<file path="config.mk">
export PLATFORM = sky130hd
export DESIGN_NAME = vga_rect_fill
export DESIGN_NICKNAME = d
export VERILOG_FILES = /design/src/rtl/vga_rect_fill.sv
export SDC_FILE = /design/constraint.sdc
export NUM_CORES = 1
export LEC_CHECK = 0
export BUFFER_PORTS_ARGS = -buffer_cell sky130_fd_sc_hd__buf_2
export CORE_ASPECT_RATIO = 0.7
export CORE_MARGIN = 1
export CORE_UTILIZATION = 35
export CTS_BUF_LIST = sky130_fd_sc_hd__clkbuf_8
export DETAILED_ROUTE_END_ITERATION = 8
export PLACE_DENSITY = 0.61
export SYNTH_ARGS = -nofsm -noshare
export SYNTH_HDL_FRONTEND = slang
export SYNTH_SLANG_ARGS = --single-unit
</file>
<file path="constraint.sdc">
create_clock -name CLK -period 7 [get_ports CLK]
set_clock_uncertainty 0.2 [all_clocks]
set_input_delay 1.4 -clock CLK [delete_from_list [all_inputs] [get_ports CLK]]
set_output_delay 1.4 -clock CLK [all_outputs]
set_load 0.02 [all_outputs]
</file>
<file path="src/rtl/vga_rect_fill.sv">
// Rectangle-fill engine feeding the VGA framebuffer write port.
// Single-cell MCU writes always take the port; fill writes stall around them.
module vga_rect_fill #(
    parameter int COLS = 80,
    parameter int ROWS = 60
) (
    input  logic        CLK,
    input  logic        RST,
    input  logic        START,
    input  logic [6:0]  X0,
    input  logic [5:0]  Y0,
    input  logic [6:0]  X1,
    input  logic [5:0]  Y1,
    input  logic [7:0]  COLOR,
    input  logic [12:0] CPU_WA,
    input  logic [7:0]  CPU_WD,
    input  logic        CPU_WE,
    output logic [12:0] WA,
    output logic [7:0]  WD,
    output logic        WE,
    output logic        BUSY,
    output logic        DONE
);

    localparam logic [6:0] XLIM = 7'(COLS - 1);
    localparam logic [5:0] YLIM = 6'(ROWS - 1);

    typedef enum logic [1:0] {
        IDLE  = 2'd0,
        SETUP = 2'd1,
        FILL  = 2'd2,
        FIN   = 2'd3
    } state_t;

    state_t      state_q;

    // Raw corners as latched on START; clamping happens in SETUP.
    logic [6:0]  cx_q [2];
    logic [5:0]  cy_q [2];
    logic [7:0]  color_q;

    logic [6:0]  xmin_q, xmax_q, x_q;
    logic [5:0]  ymin_q, ymax_q, y_q;

    logic [12:0] wa_q;
    logic [7:0]  wd_q;
    logic        we_q;
    logic        busy_q;
    logic        done_q;

    logic [6:0]  cx_clamp_d [2];
    logic [5:0]  cy_clamp_d [2];
    logic [6:0]  xmin_d, xmax_d;
    logic [5:0]  ymin_d, ymax_d;
    logic        row_end_d;
    logic        last_cell_d;

    generate
        for (genvar gi = 0; gi < 2; gi++) begin : g_clamp
            assign cx_clamp_d[gi] = (cx_q[gi] > XLIM) ? XLIM : cx_q[gi];
            assign cy_clamp_d[gi] = (cy_q[gi] > YLIM) ? YLIM : cy_q[gi];
        end
    endgenerate

    assign xmin_d = (cx_clamp_d[0] < cx_clamp_d[1]) ? cx_clamp_d[0] : cx_clamp_d[1];
    assign xmax_d = (cx_clamp_d[0] < cx_clamp_d[1]) ? cx_clamp_d[1] : cx_clamp_d[0];
    assign ymin_d = (cy_clamp_d[0] < cy_clamp_d[1]) ? cy_clamp_d[0] : cy_clamp_d[1];
    assign ymax_d = (cy_clamp_d[0] < cy_clamp_d[1]) ? cy_clamp_d[1] : cy_clamp_d[0];

    assign row_end_d   = (x_q == xmax_q);
    assign last_cell_d = row_end_d && (y_q == ymax_q);

    always_ff @(posedge CLK or posedge RST) begin
        if (RST) begin
            state_q <= IDLE;
            cx_q[0] <= '0;
            cx_q[1] <= '0;
            cy_q[0] <= '0;
            cy_q[1] <= '0;
            color_q <= '0;
            xmin_q  <= '0;
            xmax_q  <= '0;
            ymin_q  <= '0;
            ymax_q  <= '0;
            x_q     <= '0;
            y_q     <= '0;
            wa_q    <= '0;
            wd_q    <= '0;
            we_q    <= 1'b0;
            busy_q  <= 1'b0;
            done_q  <= 1'b0;
        end else begin
            we_q   <= 1'b0;
            done_q <= 1'b0;

            // The MCU owns the port in any state whenever it writes.
            if (CPU_WE) begin
                we_q <= 1'b1;
                wa_q <= CPU_WA;
                wd_q <= CPU_WD;
            end

            case (state_q)
                IDLE: begin
                    if (START) begin
                        cx_q[0] <= X0;
                        cy_q[0] <= Y0;
                        cx_q[1] <= X1;
                        cy_q[1] <= Y1;
                        color_q <= COLOR;
                        busy_q  <= 1'b1;
                        state_q <= SETUP;
                    end
                end

                SETUP: begin
                    xmin_q  <= xmin_d;
                    xmax_q  <= xmax_d;
                    ymin_q  <= ymin_d;
                    ymax_q  <= ymax_d;
                    x_q     <= xmin_d;
                    y_q     <= ymin_d;
                    state_q <= FILL;
                end

                FILL: begin
                    // A cycle lost to the MCU holds the raster position.
                    if (!CPU_WE) begin
                        we_q <= 1'b1;
                        wa_q <= {y_q, x_q};
                        wd_q <= color_q;
                        if (last_cell_d) begin
                            busy_q  <= 1'b0;
                            done_q  <= 1'b1;
                            state_q <= FIN;
                        end else if (row_end_d) begin
                            x_q <= xmin_q;
                            y_q <= y_q + 6'd1;
                        end else begin
                            x_q <= x_q + 7'd1;
                        end
                    end
                end

                FIN: begin
                    state_q <= IDLE;
                end

                default: begin
                    state_q <= IDLE;
                end
            endcase
        end
    end

    assign WA   = wa_q;
    assign WD   = wd_q;
    assign WE   = we_q;
    assign BUSY = busy_q;
    assign DONE = done_q;

endmodule

</file>
==> metrics.txt <==
max-slew violations 0; measured slew at the worst slew-check pin 1.17 ns; Critical Path End Type flip-flop; die area 14600 um^2; Rows 35; Fin Setup TNS 0 ns; crit path max fanout 34; hold endpoint cy_q[0]$_DFFE_PP0P_; DR WL/cell 16.1 um; CTS root buf clkbuf_8; Crit Path Category reg -> reg; drt first pass iters 4; die height 101 um; DR iter-0 viols 247; Sink Count 93; max-cap viol count 0; final worst setup slack 3.68 ns; largest family of logic cells by synthesized area multiplexers; post-CTS sizing 0; Area Growth Syn to Fin 14.7%; Power Dens Cells 512 nW/um^2; Max Clock Freq 0.301 GHz; Cells after Synth 468; TritonCTS clock tree built; sequential cell area 2330 um^2; # fillers 1336; Post-CTS Setup Bufs 0; Startpoint Class flip-flop; critical path arrival 3.37 ns; worst hold start cy_q[0]$_DFFE_PP0P_; ys async rst share 100%; Total Wirelength 11.7 mm; Post-synth EDFFs 0; Post-DRT Antenna Nets 0; Compound-Gate Fraction of Synth Area 13.3%; Net Count, Synth 543; Req. time, crit path 7.05 ns; final setup fails 0; vias in the first global route 3901; minimum clock period 3.32 ns; mux share of post-synthesis cell area 16.8%; Overall Global Routing Usage 17.6%; Place WS 3.50 ns; placed inst area 5490 um^2; htree depth 3; clk buf depth 2; Yosys reg bits 93; post-synthesis sequential area ratio 47.1%; first-pass GRT wire length 19.7 mm; port bufs 82; cts hold-fix bufs 0; Worst-Skew Late Latency 0.36 ns; Post-synth top flop dfrtp_1; n_diodes 0; Yosys cell types 59; total gr overflow 0; Post-DP HPWL 8.57 mm; share of cells above drive strength 1 30.4%; Core Box Area 13500 um^2; XOR/XNOR Fraction of Synth Area 3.34%; Post-Synth Simple-Gate Area 11.4%; RSZ-0062 raised after global routing false; Synth Area in Adders 4.05%; post-layout util 42.1%; relative slew slack 21.8%; Peak VDD IR 0.000225 V; Syn Area/Cell 10.6 um^2; Crit Reg-Reg Startpoint cx_q[5]$_DFFE_PP0P_; number of buffers created by CTS 9; mapped cell area 4940 um^2; DR vias 3734; final hold vios 0; R2R depth 8; type of the worst min-delay path reg -> reg; reg-to-reg slack, setup 3.68 ns; status finished clean; Worst Hold Path Cells 1; Residual DRC 0; Via density 5.14; final instance area 5670 um^2; synth warn 0; largest net degree at the start of global routing 57; effective utilization at floorplan 36.7%; die width 144 um; routability cong. 0.833; area of the multi-input gates 2420 um^2; Reg clk slew, reported paths 0.09 ns; Final nets 612; RR Endpoint xmax_q[3]$_DFFE_PP0P_; P_leak 2.58 nW; I/O pins 83; initial antenna violation count 0; Final Cycle Share 47.5%
[worst max-delay path, cell delays in order (launching register included)]
cell,delay [ns]
dfrtp_1,0.41
o21a_2,0.28
nor2_1,0.24
ha_1,0.30
a21oi_1,0.17
o21bai_1,0.11
a221oi_4,0.88
a21oi_1,0.26
mux2_2,0.35
[final cells by class]
class | instances | share of cell area, %
tap | 185 | 4.08
timing repair buffer | 86 | 7.76
clock inverter | 5 | 0.618
inverter | 18 | 1.21
clock buffer | 11 | 2.67
sequential | 93 | 41.0
multi-input combinational | 329 | 42.6
[through the flow]
step | power [mW] | hold slack, ns | cells
6_report | 2.90 | 0.317 | 727
2_1_floorplan | 2.19 | 0.279 | 468
3_3_place_gp | 2.49 | 0.287 | 711
5_1_grt | 3.17 | 0.337 | 727
4_1_cts | 2.92 | 0.318 | 727
3_5_place_dp | 2.57 | 0.299 | 711
[state kept, by name, summed over array words and instances (netlist names)]
signal and flops:
WA 13, DONE 1, y_q 6, ymax_q 6, xmax_q 7, state_q 2
WE 1, BUSY 1, WD 8, xmin_q 7, cx_q 14, color_q 8
cy_q 12, x_q 7
[cells in the mapped netlist (11+ instances only)]
cell type | n | share of area [%]
dfrtp_1 | 93 | 47
inv_1 | 17 | 1.3
a21oi_1 | 28 | 2.8
nand3_1 | 11 | 1.1
mux2i_1 | 30 | 6.1
clkbuf_1 | 19 | 1.4
mux2_2 | 47 | 11
nor2_1 | 40 | 3.0
xor2_1 | 13 | 2.3
nand2_1 | 37 | 2.8
o21ai_0 | 31 | 3.1
ha_1 | 16 | 4.0
[cell usage in the layout (no fill, tap or decap), types with 2 or more instances in the layout]
| cell | instances |
|---|---|
| nand4_1 | 2 |
| buf_4 | 4 |
| xor2_1 | 13 |
| nor2_1 | 40 |
| o31ai_1 | 2 |
| nand2_1 | 37 |
| o21ai_0 | 31 |
| ha_1 | 15 |
| inv_1 | 16 |
| a41o_1 | 3 |
| a221oi_1 | 2 |
| clkinv_4 | 2 |
| buf_2 | 82 |
| a31oi_1 | 3 |
| mux2i_1 | 30 |
| xnor2_1 | 4 |
| a21oi_1 | 28 |
| mux2_2 | 47 |
| o22ai_1 | 2 |
| or2_2 | 2 |
| clkinv_2 | 3 |
| nor4_1 | 2 |
| o211ai_1 | 2 |
| a41oi_1 | 2 |
| nor2b_1 | 6 |
| a211oi_1 | 3 |
| clkbuf_8 | 11 |
| dfrtp_1 | 93 |
| nand3_1 | 11 |
| and3_1 | 6 |
| nor3_1 | 7 |
[metal layers]
layer	share of wire [%]	vias to the layer above	GRT usage (%)
met5	0	-	0
met4	0.62	0	3.85
met3	9.2	6	7.61
met2	43	137	25.6
met1	47	1793	24.0
li1	-	1798	-
[cells by family (layout without fill, tap and decap cells)]
| kind of cell | count (synthesis) | after routing |
|---|---|---|
| AO/OA/AOI/OAI | 98 | 98 |
| XOR/XNOR | 18 | 18 |
| adder cells (fa/ha/maj) | 16 | 16 |
| buffers and inverters | 46 | 120 |
| flip-flops | 93 | 93 |
| multiplexers | 77 | 77 |
| AND/OR/NAND/NOR | 120 | 120 |
[worst max-delay path by stage]
stage	start	end	slack, ns	depth (start not counted)
6_report	cx_q[5]$_DFFE_PP0P_	xmax_q[3]$_DFFE_PP0P_	3.68	8
5_1_grt	cx_q[5]$_DFFE_PP0P_	xmin_q[1]$_DFFE_PP0P_	3.44	8
4_1_cts	cx_q[5]$_DFFE_PP0P_	xmax_q[3]$_DFFE_PP0P_	3.69	8
3_5_place_dp	CPU_WE	y_q[5]$_DFFE_PP0P_	3.50	5
3_3_place_gp	CPU_WE	y_q[5]$_DFFE_PP0P_	3.62	5
2_1_floorplan	RST	BUSY$_DFFE_PP0P_	2.98	1
[report_power, final]
part | total (mW) | switching (mW) | internal (mW) | leakage (nW)
logic | 1.54 | 0.859 | 0.679 | 1.39
clock network | 0.338 | 0.189 | 0.149 | 0.0953
registers | 1.03 | 0.245 | 0.783 | 1.09
Power figures use the tool's default switching activity.
